==> config.mk <==
export PLATFORM = sky130hd
export DESIGN_NAME = store_buffer
export DESIGN_NICKNAME = d
export VERILOG_FILES = /design/src/rtl/store_buffer.sv
export SDC_FILE = /design/constraint.sdc
export NUM_CORES = 1
export LEC_CHECK = 0
export CORE_AREA = 8 8 129 131
export DETAILED_ROUTE_END_ITERATION = 8
export DIE_AREA = 0 0 137 139
export DONT_BUFFER_PORTS = 1
export PLACE_DENSITY_LB_ADDON = 0.15
export SKIP_CTS_REPAIR_TIMING = 1
export SLEW_MARGIN = 20
export SYNTH_ARGS = -nofsm -noshare
export SYNTH_HDL_FRONTEND = slang
export SYNTH_SLANG_ARGS = --single-unit
export TNS_END_PERCENT = 20
==> constraint.sdc <==
create_clock -name clk -period 2.1 [get_ports clk]
set_clock_uncertainty 0.15 [all_clocks]
set_input_delay 0.315 -clock clk [delete_from_list [all_inputs] [get_ports clk]]
set_output_delay 0.315 -clock clk [all_outputs]
set_load 0.02 [all_outputs]
==> src/rtl/store_buffer.sv <==
// Circular store buffer between the MEM stage and data memory, with optional load forwarding.
// Define STORE_BUF_FWD_EN to forward buffered data; otherwise loads stall until the buffer drains.
module store_buffer #(
  parameter int DEPTH  = 4,
  parameter int ADDR_W = 7,
  parameter int DATA_W = 32
) (
  input  logic                     clk,
  input  logic                     rst_n,
  input  logic                     st_valid,
  input  logic [ADDR_W-1:0]        st_addr,
  input  logic [DATA_W-1:0]        st_data,
  output logic                     st_ready,
  input  logic                     ld_valid,
  input  logic [ADDR_W-1:0]        ld_addr,
  output logic                     ld_hit,
  output logic [DATA_W-1:0]        ld_data,
  output logic                     ld_stall,
  input  logic                     mem_grant,
  output logic                     mem_write,
  output logic [ADDR_W-1:0]        mem_addr,
  output logic [DATA_W-1:0]        mem_wdata,
  output logic [$clog2(DEPTH):0]   count
);

  localparam int PTR_W = $clog2(DEPTH);
  localparam int CNT_W = PTR_W + 1;
  localparam logic [CNT_W-1:0] FULL_CNT = CNT_W'(DEPTH);

  logic [ADDR_W-1:0] addr_r [DEPTH];
  logic [DATA_W-1:0] data_r [DEPTH];
  logic [PTR_W-1:0]  head_r;
  logic [PTR_W-1:0]  tail_r;
  logic [CNT_W-1:0]  count_r;

  logic push_s;
  logic drain_s;

`ifdef STORE_BUF_FWD_EN
  // Byte offsets are ignored: a store hits any load to the same word.
  function automatic logic word_match(input logic [ADDR_W-1:0] a, input logic [ADDR_W-1:0] b);
    word_match = (a[ADDR_W-1:2] == b[ADDR_W-1:2]);
  endfunction

  logic unused_ld_offset_s;
  assign unused_ld_offset_s = &{1'b0, ld_addr[1:0]};
`else
  logic unused_ld_addr_s;
  assign unused_ld_addr_s = &{1'b0, ld_addr};
`endif

  // Handshake decode: a full buffer rejects pushes even if it drains this cycle.
  always_comb begin
    push_s  = 1'b0;
    drain_s = 1'b0;
    if (count_r < FULL_CNT) begin
      push_s = st_valid;
    end else begin
      push_s = 1'b0;
    end
    if (count_r != {CNT_W{1'b0}}) begin
      drain_s = mem_grant;
    end else begin
      drain_s = 1'b0;
    end
  end

  // Pointers and occupancy; reset discards everything pending.
  always_ff @(posedge clk or negedge rst_n) begin
    if (!rst_n) begin
      head_r  <= {PTR_W{1'b0}};
      tail_r  <= {PTR_W{1'b0}};
      count_r <= {CNT_W{1'b0}};
    end else begin
      if (push_s) begin
        tail_r <= tail_r + {{(PTR_W-1){1'b0}}, 1'b1};
      end
      if (drain_s) begin
        head_r <= head_r + {{(PTR_W-1){1'b0}}, 1'b1};
      end
      case ({push_s, drain_s})
        2'b10:   count_r <= count_r + {{(CNT_W-1){1'b0}}, 1'b1};
        2'b01:   count_r <= count_r - {{(CNT_W-1){1'b0}}, 1'b1};
        default: count_r <= count_r;
      endcase
    end
  end

  // Entry storage, written at the tail on an accepted push.
  always_ff @(posedge clk or negedge rst_n) begin
    if (!rst_n) begin
      for (int i = 0; i < DEPTH; i++) begin
        addr_r[i] <= {ADDR_W{1'b0}};
        data_r[i] <= {DATA_W{1'b0}};
      end
    end else begin
      if (push_s) begin
        addr_r[tail_r] <= st_addr;
        data_r[tail_r] <= st_data;
      end
    end
  end

  // Store-side and drain-side outputs.
  always_comb begin
    st_ready  = 1'b0;
    mem_write = 1'b0;
    mem_addr  = {ADDR_W{1'b0}};
    mem_wdata = {DATA_W{1'b0}};
    count     = count_r;
    st_ready  = (count_r < FULL_CNT);
    mem_write = drain_s;
    if (count_r != {CNT_W{1'b0}}) begin
      mem_addr  = addr_r[head_r];
      mem_wdata = data_r[head_r];
    end else begin
      mem_addr  = {ADDR_W{1'b0}};
      mem_wdata = {DATA_W{1'b0}};
    end
  end

  // Load lookup. Walking oldest to youngest lets the youngest match win;
  // the head entry draining this cycle is still valid here.
  always_comb begin
    ld_hit   = 1'b0;
    ld_data  = {DATA_W{1'b0}};
    ld_stall = 1'b0;
`ifdef STORE_BUF_FWD_EN
    if (ld_valid) begin
      for (int i = 0; i < DEPTH; i++) begin
        if ((CNT_W'(i) < count_r) &&
            word_match(addr_r[head_r + PTR_W'(i)], ld_addr)) begin
          ld_hit  = 1'b1;
          ld_data = data_r[head_r + PTR_W'(i)];
        end else begin
          ld_hit  = ld_hit;
          ld_data = ld_data;
        end
      end
    end else begin
      ld_hit  = 1'b0;
      ld_data = {DATA_W{1'b0}};
    end
`else
    if (ld_valid && (count_r != {CNT_W{1'b0}})) begin
      ld_stall = 1'b1;
    end else begin
      ld_stall = 1'b0;
    end
`endif
  end

endmodule
Word level (Yosys, flattened, before mapping). Index checks and enable logic that the tools add are counted.

Bits of input ports: 51. Word-level logic and storage cells: 45. Register bits after elaboration: 163.

$lt $le $gt $ge: 4. Eq/ne operators: 2. Mux-type cells: 18. Add/subtract/negate cells: 4. Bitwise gates (word level): 2. Reduce and logical (&&, ||, !) cells: 4.

Operator list (count): bitwise mux 128 bit (1); 2-to-1 mux 32 bit (4); binary-select mux 32 bit (select 2 bit) (1); demux 32 bit (select 2 bit) (1); bitwise mux 28 bit (1); 2-to-1 mux 7 bit (4); binary-select mux 7 bit (select 2 bit) (1); demux 7 bit (select 2 bit) (1); greater-or-equal comparator 3 bit, second input constant (2); NOT 2 -> 3 bit (2); one-hot mux 3 bit (2 select lines) (1); adder 2 x 1 -> 2 bit, second input constant (2); adder 3 x 1 -> 3 bit, second input constant (1); less-than comparator 3 x 1 -> 1 bit, second input constant (1); less-than comparator 3 bit, second input constant (1); 2-to-1 mux 1 bit (3); nonzero test 3 bit (1); subtractor 3 x 1 -> 3 bit, second input constant (1); equality test 2 x 1 -> 1 bit, second input constant (1); equality test 2 bit, second input constant (1); logical AND 1 bit (2); nonzero test 2 bit (1).

Longest topological paths before layout. Gate-level depths: netlist of run 1.

Depth in word-level cells: 6. Depth in mapped cells: 9. Gate-level depth less buffers: 8.

Worst setup path before layout of run 1. No wires, ideal clock.

Kind: register to register. Start: reg count_r[0] (netlist: count[0]). End: reg count_r[2] (netlist: count[2]). Path slack: -0.129 ns. Required time: 1.822 ns. Buffers on the path: 0. Arrival time: 1.951 ns. Clock period less this slack: 2.229 ns. Cell stages (with the launch flop): 9. Cells stage by stage: dfrtp_1 or3_1 and2_1 ha_1 inv_1 fa_1 xor2_1 nor2_1 xnor2_1.

Word-level cells in the longest chain between the ends: 4.

Ends and longest elaborated chain: start: declaration (RTL line 34) `logic [CNT_W-1:0] count_r;`; start signal: assignment (RTL line 73) `count_r <= {CNT_W{1'b0}};`; start signal: assignment (RTL line 82) `2'b10: count_r <= count_r + {{(CNT_W-1){1'b0}}, 1'b1};`; start signal: assignment (RTL line 83) `2'b01: count_r <= count_r - {{(CNT_W-1){1'b0}}, 1'b1};`; nonzero test 3 bit * (RTL line 61) `if (count_r != {CNT_W{1'b0}}) begin`; 2-to-1 mux 1 bit * (RTL line 61); net mem_write (RTL line 20) `output logic mem_write,`; equality test 2 x 1 -> 1 bit / equality test 2 bit (equally long branches) (RTL line 81) `case ({push_s, drain_s})`; one-hot mux 3 bit (2 select lines) / nonzero test 2 bit (equally long branches).

Mark *: on every way through the listed nets, which the timed path passes. The rest lies on a longest branch. A chain may end at the register's enable or synchronous reset.

Final worst setup path of run 1.
Start: reg head_r[0]. End: out mem_addr[2].

Word-level cells in the longest chain between the ends: 5.

Ends and longest elaborated chain: start: declaration (RTL line 32) `logic [PTR_W-1:0] head_r;`; start signal: assignment (RTL line 71) `head_r <= {PTR_W{1'b0}};`; start signal: assignment (RTL line 79) `head_r <= head_r + {{(PTR_W-1){1'b0}}, 1'b1};`; NOT 2 -> 3 bit (not written as such) (RTL line 114) `mem_addr = addr_r[head_r];`; binary-select mux 7 bit (select 2 bit) (RTL line 114); 2-to-1 mux 7 bit (not written as such) (2 in a row) (RTL line 114); 2-to-1 mux 7 bit (RTL line 113) `if (count_r != {CNT_W{1'b0}}) begin`; end: declaration (RTL line 21) `output logic [ADDR_W-1:0] mem_addr,`.

Every way passes these cells. The select of a mux whose other input is x is not followed.

==> results of run 1 <==
[critical path: cells and delay by family, from the launching register on]
| family | cells | cell delay (ps) |
|---|---|---|
| buf+inv | 1 | 190 |
| flops | 1 | 480 |
| mux | 1 | 520 |
| simple gates | 1 | 250 |
[cells by family after synthesis]
logic type | Yosys count
buffers and inverters | 70
AOI/OAI and AO/OA | 1
muxes | 196
DFF | 163
and+or+nand+nor | 50
other | 1
adders and majority gates | 6
xor gates and xnor gates | 6
[synthesized netlist by cell type]
library cell	instances	area [um2]
and2_1	41	257
buf_1	2	7.51
buf_2	10	50.1
buf_4	33	248
buf_6	14	158
clkbuf_1	4	15.0
conb_1	1	3.75
dfrtp_1	163	4080
fa_1	1	20.0
ha_1	5	62.6
inv_1	7	26.3
mux2_2	116	1310
mux2_4	40	601
mux2i_1	1	10.0
mux4_2	39	878
nand2_1	1	3.75
nand2_4	4	45.0
nand3_1	1	5.00
nor2_1	1	3.75
nor2b_2	1	8.76
o21ai_0	1	5.00
or3_1	1	6.26
xnor2_1	4	35.0
xor2_1	2	17.5
[power breakdown]
| group | total [mW] | switching (mW) | internal (mW) |
|---|---|---|---|
| Clock | 3.51 | 1.24 | 2.27 |
| Combinational | 6.90 | 3.19 | 3.72 |
| Sequential | 5.54 | 0.786 | 4.76 |
[flip-flops by register name, indices dropped and copies added, names as in the netlist]
name,cells
tail_r,2
head_r,2
addr_r,28
data_r,128
count,3
[per-stage QoR]
step	setup TNS [ps]	hold WS (ps)	utilization	power, mW
floorplan	0	-131	-	11.2
global placement	0	-124	0.542	12.2
detailed placement	0	-125	0.542	12.5
CTS	-9440	-577	0.588	16.0
global route	-10470	-581	0.617	16.9
finish	-7640	-556	0.617	16.0
[area by class of cell]
| class | instances | area share |
|---|---|---|
| Tap cell | 188 | 0.0258 |
| Sequential cell | 163 | 0.449 |
| Antenna cell | 1 | 0.000275 |
| Timing Repair Buffer | 61 | 0.0740 |
| Clock buffer | 20 | 0.0491 |
| Multi-Input combinational cell | 292 | 0.374 |
| Inverter | 7 | 0.00289 |
| Clock inverter | 12 | 0.0250 |
[routing by layer]
layer	GRT usage	vias to the layer above	routed length, um
met3	0.0576	18	922
met1	0.209	2123	6580
li1	-	1796	-
met5	0	-	0
met2	0.263	85	7590
met4	0.0606	0	222
[path summary, 6_finish.rpt]
path / start / endpoint / slack (ps)
min: rst_n / data_r[122] / -560
max reg2reg: count[1] / count[1] / 90
max: head_r[0] / mem_addr[2] / -230
min reg2reg: data_r[12] / data_r[12] / 350
max in group asynchronous: rst_n / head_r[0] / 2190
min in group clk: mem_grant / head_r[0] / 120
==> key figures, run 1 <==
Worst hold path
  – Worst hold path class: in2async

Placed design
  – HPWL Detailed: approximately 9500 um
  – Placer's final routability congestion estimate: 0.652
  – I/O Buffers: 0
  – DP Worst Slack: 69.6 ps
  – Placement Cell Area: roughly 8000 um2
  – Dpl cells: 671

Worst setup path
  – Setup crit end kind: output port
  – CP startpoint kind: flop
  – CP arrival: around 1900 ps
  – Crit-path cells: buf_12, mux4_2, and2_1
  – Critical-path top delay cell: mux4_2
  – Max stage delay on crit path: around 520 ps
  – Worst-path fanout max: 12
  – Worst endpoint required time: between 1500 and 2000 ps
  – Crit Path Class: reg2out
  – Worst r2r path cells: 6

Clock tree
  – Clock Tree Buf Depth: 2
  – Root Driver: clkbuf_16
  – Cts bufs inserted: 17
  – Clk_lat worst skew: 420 ps
  – TritonCTS clock tree: yes
  – CTS Sinks: 163
  – Reg clk slew, reported paths: approximately 60 ps
  – H-tree Lvls: 4

Floorplanning
  – Die area: 19,000 um2
  – Site row count: 45
  – Die X: 137 um
  – Initial Utilization: 0.532
  – Io pins: 129
  – Core area: 14,800 um2
  – DIE HEIGHT: roughly 140 um

Power
  – Peak supply drop: 0.000989 V
  – Pwr dens: between 1500 and 2000 nW/um2
  – Leak: 4.10 nW

Logic synthesis
  – Adder-Cell Fraction of Synth Area: 0.0105
  – Synthesized cell area: 7850 um2
  – Syn avg cell area: 15.9 um2
  – Synth Instances: between 400 and 500
  – Largest family of logic cells by synthesized area: multiplexers
  – Synth warnings: 0
  – Mux cell area share after synthesis: 0.356
  – Library cells used by synthesis: 24
  – Synth Area in Compound Gates: 0.000637
  – Simple-Gate Fraction of Synth Area: 0.0419
  – Synth Area in XOR/XNOR: 0.00669
  – Seq cells post-synth: 163
  – Post-synthesis sequential area ratio: 0.520

GRT
  – Total track usage: 0.167
  – First-pass GRT wire length: 24,200 um
  – Pin count of the biggest net entering global routing: 164
  – Number of global-route vias before repair: between 4,000 and 5,000
  – Initial antenna violation count: 1
  – GRT overflow: 0

Routing
  – Vias post-DR: 4,022
  – DRC Markers: 0
  – Routed wire per std cell: 20.6 um
  – Initial drt markers: 180
  – Drt total wl: 15,300 um
  – Final ANT Viol Nets: 0
  – Drt first pass iters: 4
  – Vias per inst: 5.41

Final layout
  – Seq. cell area: slightly above 4000 um2
  – Post-route insts no fill: roughly 740
  – Design area: 9100 um2
  – Multi-input logic area: 3400 um2
  – Synthesis-to-layout area growth: 15.9%
  – Most frequent cells in the layout: dfrtp_1, mux2_2, mux2_4, dlygate4sd3_1, mux4_2
  – Fill cell count: 1,110
  – Fraction of layout cells with a size suffix above 1: 0.470
  – Layout Nets: roughly 600
  – Most common cell after layout, fill and taps aside: dfrtp_1

Timing
  – RSZ-0062 raised after global routing: yes
  – Crit share post-route: 1.11
  – Final Max Slew Viols: 0
  – Final Setup Violations: 40
  – Fmax: 428 MHz
  – Post-route minimum period: around 2300 ps
  – Min Hold Slack: -556 ps
  – Final worst slack: -234 ps
  – Final hold violations: 163

Outcome
  – Failing checks: negative hold slack, negative setup slack
  – Status: finished with violations

Run
  – Max Cap Viol: 0
Power figures use the tool's default switching activity.
==> inputs of run 2 (changes only) <==
--- a/config.mk
+++ b/config.mk
@@ -5,9 +5,10 @@
 export SDC_FILE = /design/constraint.sdc
 export NUM_CORES = 1
 export LEC_CHECK = 0
-export CORE_AREA = 8 8 129 131
+export ABC_AREA = 1
+export CORE_AREA = 8 8 132 134
 export DETAILED_ROUTE_END_ITERATION = 8
-export DIE_AREA = 0 0 137 139
+export DIE_AREA = 0 0 140 142
 export DONT_BUFFER_PORTS = 1
 export PLACE_DENSITY_LB_ADDON = 0.15
 export SKIP_CTS_REPAIR_TIMING = 1
==> constraint.sdc (replaced) <==
create_clock -name clk -period 2.05 [get_ports clk]
set_clock_uncertainty 0.15 [all_clocks]
set_input_delay 0.3075 -clock clk [delete_from_list [all_inputs] [get_ports clk]]
set_output_delay 0.3075 -clock clk [all_outputs]
set_load 0.02 [all_outputs]
==> run 2 against run 1 <==
- the run still ends with negative hold slack, negative setup slack left
- critical path type unchanged
- first-iteration DRC count rose to 2.7 times the previous value
- via count is 65% higher
- synthesized area up 5.5%
==> key figures, run 2 <==
Routing
  – Vias per inst: a little under 5
  – Vias post-DR: 6,636
  – Final ANT Viol Nets: 0
  – Drt total wl: about 20,000 um
  – Initial drt markers: ~480
  – DRC Markers: 0
  – Drt first pass iters: 5
  – Routed wire per std cell: 14.7 um

GRT
  – Pin count of the biggest net entering global routing: between 150 and 200
  – Number of global-route vias before repair: 6,218
  – Met1 usage: 0.251
  – Initial antenna violation count: 0
  – GRT overflow: 0
  – GRT Max-Usage Layer: met2
  – Met3 usage: 0.0507
  – Total track usage: 0.193
  – First-pass GRT wire length: 30,800 um
  – M2 GR Usage: 0.309

Logic synthesis
  – Synth Instances: 1,085
  – Synth warnings: 0
  – EDFF count, synth: 0
  – Seq cells post-synth: roughly 160
  – Async SR Flop Fraction: 1.00
  – Most used DFF post-synth: dfrtp_1
  – Top-area cell type share of the netlist area: 0.492
  – Post-synthesis sequential area ratio: 0.492
  – Syn avg cell area: approximately 7.6 um2
  – Library cells used by synthesis: 22
  – Synthesized cell area: slightly above 8000 um2
  – Cell with the most instances after synthesis: nand2_1
  – Commonest cells in the netlist: nand2_1, inv_1, dfrtp_1
  – Leading area contributor after synthesis: dfrtp_1
  – Synth area leaders: dfrtp_1, nand2_1, inv_1

Clock tree
  – Reg clk slew, reported paths: 60 ps
  – Root Driver: clkbuf_16
  – Clock Tree Buf Depth: 2
  – H-tree Lvls: 4
  – CTS Sinks: 163
  – TritonCTS clock tree: yes
  – Clk_lat worst skew: roughly 430 ps
  – Cts bufs inserted: 17

Final layout
  – Synthesis-to-layout area growth: 20.5%
  – Layout Nets: 1,211
  – Diodes inserted: 0
  – Seq. cell area: 4080 um2
  – Fill cell count: about 1,400
  – Most frequent cells in the layout: nand2_1, inv_1, dfrtp_1
  – Multi-input logic area: 3010 um2
  – Top reg by flops: data_r
  – Most common cell after layout, fill and taps aside: nand2_1
  – Largest register FFs: 128
  – Fraction of layout cells with a size suffix above 1: 0.125
  – Design area: 9980 um2

Timing
  – Post-route minimum period: 2120 ps
  – Setup TNS Final: -881 ps
  – Fmax: about 470 MHz
  – Crit share post-route: 1.04
  – Final worst slack: -74.1 ps
  – Final Max Slew Viols: 0
  – Final Setup Violations: 33
  – RSZ-0062 raised after global routing: yes
  – Final hold violations: around 160
  – Min Hold Slack: -577 ps

Worst setup path
  – Setup crit end kind: output port
  – Worst r2r path cells: 10
  – CP startpoint kind: flop
  – Worst Setup EP: mem_addr[3]
  – Flop2flop setup slack: 230 ps
  – CP arrival: 1670 ps
  – Worst endpoint required time: 1590 ps
  – Reg-to-Reg Start: count[2]
  – Worst-path fanout max: 28
  – FF-to-FF End: count[2]
  – Crit Path Class: reg2out
  – Worst Setup SP: head_r[0]

Floorplanning
  – Initial Utilization: 0.537
  – Site row count: 46
  – Die X: 140 um
  – Die area: a little under 20,000 um2
  – Core area: 15,400 um2
  – Io pins: 129
  – DIE HEIGHT: 142 um

Power
  – Peak supply drop: 0.00101 V
  – Leak: 5.28 nW
  – Pwr dens: 1780 nW/um2

Outcome
  – Failing checks: negative hold slack, negative setup slack
  – Status: finished with violations

Worst hold path
  – Worst hold path class: in2async

Placed design
  – I/O Buffers: 0
  – Placer's final routability congestion estimate: 0.724
  – Placement Cell Area: 8630 um2
  – HPWL Detailed: about 11,000 um

Run
  – Max Cap Viol: 0
==> run 2: critical path, stage by stage, from the launching register on <==
cell and delay, ps:
dfrtp_2 470, buf_6 210, nand2_1 90, nand3_1 70, a21oi_1 200, buf_4 180
==> run 2: worst min path at each step <==
stage | start | endpoint | slack (ps)
after floorplan | rst_n | addr_r[0] | -140
after detailed placement | rst_n | data_r[78] | -130
final | rst_n | data_r[78] | -580
after global placement | rst_n | data_r[110] | -130
after global routing | rst_n | data_r[78] | -600
after CTS | rst_n | data_r[78] | -600
==> run 2: where the power goes <==
group / internal (mW) / switching, mW / total (mW) / leakage, nW
Combinational: 3.71 / 5.35 / 9.06 / 2.95
Clock: 1.94 / 1.29 / 3.23 / 0.281
Sequential: 4.68 / 0.755 / 5.43 / 2.05
==> run 2: per-stage QoR <==
stage / instances / hold slack [ps] / util / total power, mW / setup slack (ps)
2_1_floorplan: 1117 / -138 / - / 11.0 / 4.83
3_3_place_gp: 1279 / -132 / 0.560 / 13.3 / 244
3_5_place_dp: 1279 / -134 / 0.560 / 13.5 / 222
4_1_cts: 1311 / -597 / 0.599 / 16.8 / -156
5_1_grt: 1359 / -602 / 0.647 / 19.2 / -151
6_report: 1359 / -577 / 0.647 / 17.7 / -74.1
==> run 2: cell families (layout without fill, tap and decap cells) <==
family,count (synthesis),after routing,synth area share
AO/OA/AOI/OAI,198,198,0.120
XOR/XNOR,3,3,0.00317
adder cells (fa/ha/maj),6,6,0.00997
buffers and inverters,304,354,0.172
flip-flops,163,163,0.492
other,1,33,0.000453
AND/OR/NAND/NOR,410,410,0.203
==> run 2: area by class of cell <==
class / count / area share
repair buffers: 113 / 0.124
flip-flops and latches: 163 / 0.409
inverters: 209 / 0.0803
clock inverters: 13 / 0.0160
multi-input cells: 650 / 0.302
well taps: 192 / 0.0241
clock buffers: 19 / 0.0444
==> run 2: layer usage <==
layer	part of all wire	up-vias	wire length, um
li1	-	3379	-
met1	0.48	3085	9550
met2	0.46	149	9170
met3	0.049	23	986
met4	0.013	0	263
met5	0	-	0
==> inputs of run 3 (changes only) <==
--- a/config.mk
+++ b/config.mk
@@ -6,11 +6,12 @@
 export NUM_CORES = 1
 export LEC_CHECK = 0
 export ABC_AREA = 1
-export CORE_AREA = 8 8 132 134
+export CORE_AREA = 8 8 192 194
 export DETAILED_ROUTE_END_ITERATION = 8
-export DIE_AREA = 0 0 140 142
+export DIE_AREA = 0 0 200 202
 export DONT_BUFFER_PORTS = 1
 export PLACE_DENSITY_LB_ADDON = 0.15
+export RECOVER_POWER = 25
 export SKIP_CTS_REPAIR_TIMING = 1
 export SLEW_MARGIN = 20
 export SYNTH_ARGS = -nofsm -noshare
==> constraint.sdc (replaced) <==
create_clock -name clk -period 2 [get_ports clk]
set_clock_uncertainty 0.15 [all_clocks]
set_input_delay 0.3 -clock clk [delete_from_list [all_inputs] [get_ports clk]]
set_output_delay 0.3 -clock clk [all_outputs]
set_load 0.02 [all_outputs]
==> run 3 against run 2 <==
- the run still ends with negative hold slack, negative setup slack left
- critical path type unchanged
- combinational power increased by 7.1%
- flip-flop and latch count is the same
- via count down 1.6%
- clock power shrank 3%
- setup slack worse by 120 ps
- largest cell class unchanged
- register-to-register slack worse by 90 ps
- count of clock-buffer cells in the layout is 2 lower
==> key figures, run 3 (synthesis gave the netlist of run 2 again) <==
Final layout
  – Most frequent cells in the layout: nand2_1, inv_1, dfrtp_1
  – Design area: 10,300 um2
  – Largest register FFs: approximately 130
  – Util after Layout: 0.305
  – Synthesis-to-layout area growth: 24.8%
  – Most common cell after layout, fill and taps aside: nand2_1
  – Top reg by flops: data_r
  – Post-route insts no fill: 1,624
  – Fraction of layout cells with a size suffix above 1: 0.137
  – Diodes inserted: 0
  – Layout Nets: about 1,200

Routing
  – Vias per inst: approximately 4
  – Vias post-DR: 6,533
  – DRC Markers: 0
  – Initial drt markers: between 200 and 300
  – Drt first pass iters: 5
  – Drt total wl: 24,900 um
  – Routed wire per std cell: 15.3 um
  – Final ANT Viol Nets: 0

Worst hold path
  – Worst hold path class: in2async

Outcome
  – Failing checks: negative hold slack, negative setup slack
  – Status: finished with violations

Floorplanning
  – Die area: 40,400 um2
  – DIE HEIGHT: 202 um
  – Die X: around 200 um
  – Io pins: 129
  – Core area: 33,900 um2
  – Initial Utilization: 0.244
  – Site row count: 68

Worst setup path
  – Crit path buf inv count: 3
  – Max stage delay on crit path: 470 ps
  – CP startpoint kind: flop
  – Crit Path Class: reg2out
  – Crit-path cells: buf_6, clkbuf_16, nand2_1, nand3_2, a21oi_2, buf_4
  – Critical-path top delay cell: dfrtp_2
  – Worst-path fanout max: 13
  – Setup crit end kind: output port
  – CP arrival: 1740 ps
  – Worst endpoint required time: 1550 ps
  – Crit-path leading delay family: buffers and inverters

Placed design
  – Dpl cells: 1,542
  – DP Worst Slack: 130 ps
  – HPWL Detailed: 13,300 um
  – Placement Cell Area: 8980 um2
  – I/O Buffers: 0
  – Placer's final routability congestion estimate: just under 0.7

GRT
  – Number of global-route vias before repair: approximately 6,300
  – First-pass GRT wire length: 36,100 um
  – Total track usage: 0.116
  – Pin count of the biggest net entering global routing: 164
  – GRT overflow: 0
  – Initial antenna violation count: 0

Power
  – Total Power: 18.4 mW
  – Peak supply drop: 0.000782 V
  – Pwr dens: ~1800 nW/um2
  – Leak: 5.30 nW

Timing
  – Fmax: roughly 460 MHz
  – Final hold violations: 163
  – Crit share post-route: 1.10
  – Final worst slack: -192 ps
  – Min Hold Slack: -586 ps
  – Final Max Slew Viols: 0
  – Final Setup Violations: 39
  – Post-route minimum period: 2190 ps
  – RSZ-0062 raised after global routing: yes

Clock tree
  – Reg clk slew, reported paths: 70 ps
  – Cts bufs inserted: 17
  – TritonCTS clock tree: yes
  – Clock Tree Buf Depth: 2
  – Root Driver: clkbuf_16
  – H-tree Lvls: 4
  – CTS Sinks: 163
  – Clk_lat worst skew: 430 ps

Run
  – Max Cap Viol: 0
## run 3: cell type report
| cell class | count | area [um2] |
|---|---|---|
| clock buffer | 17 | 425 |
| sequential | 163 | 4090 |
| clock inverter | 15 | 121 |
| multi-input combinational | 650 | 3050 |
| fill | 3726 | 23600 |
| inverter | 209 | 810 |
| tap | 455 | 569 |
| timing repair buffer | 115 | 1270 |
## run 3: path summary, 6_finish.rpt
kind,start,endpoint,slack [ps],cells past startpoint
worst max-delay path,head_r[0],mem_wdata[22],-190,6
worst min-delay path,rst_n,data_r[36],-590,0
worst max register to register,count[2],count[1],140,8
worst min register to register,data_r[49],data_r[49],330,2
max in group asynchronous,rst_n,data_r[20],2080,0
min in group clk,mem_grant,head_r[1],60,3
## run 3: stage by stage
| step | hold WS, ps | TNS [ps] |
|---|---|---|
| after floorplan | -146 | 0 |
| after global placement | -135 | 0 |
| after detailed placement | -135 | 0 |
| after CTS | -617 | -9140 |
| after global routing | -623 | -9270 |
| final | -586 | -4720 |
## run 3: worst register-to-register path, delay by kind of cell, from the launching register on
family                   cells  cell delay, ps
adder cells (fa/ha/maj)      2             630
flip-flops                   1             420
buffers and inverters        3             240
AND/OR/NAND/NOR              2             200
AO/OA/AOI/OAI                1             150
## run 3: layer usage
metal,track usage,share of wire,vias up
li1,-,-,3382
met3,0.0308,0.039,10
met5,0,0,-
met1,0.150,0.49,3049
met2,0.189,0.47,92
met4,0.0300,0.0059,0
## run 3: power by group
group | switching [mW] | internal, mW | leakage [nW]
sequential | 0.753 | 4.79 | 2.05
combinational | 5.80 | 3.89 | 2.99
clock | 1.50 | 1.62 | 0.271
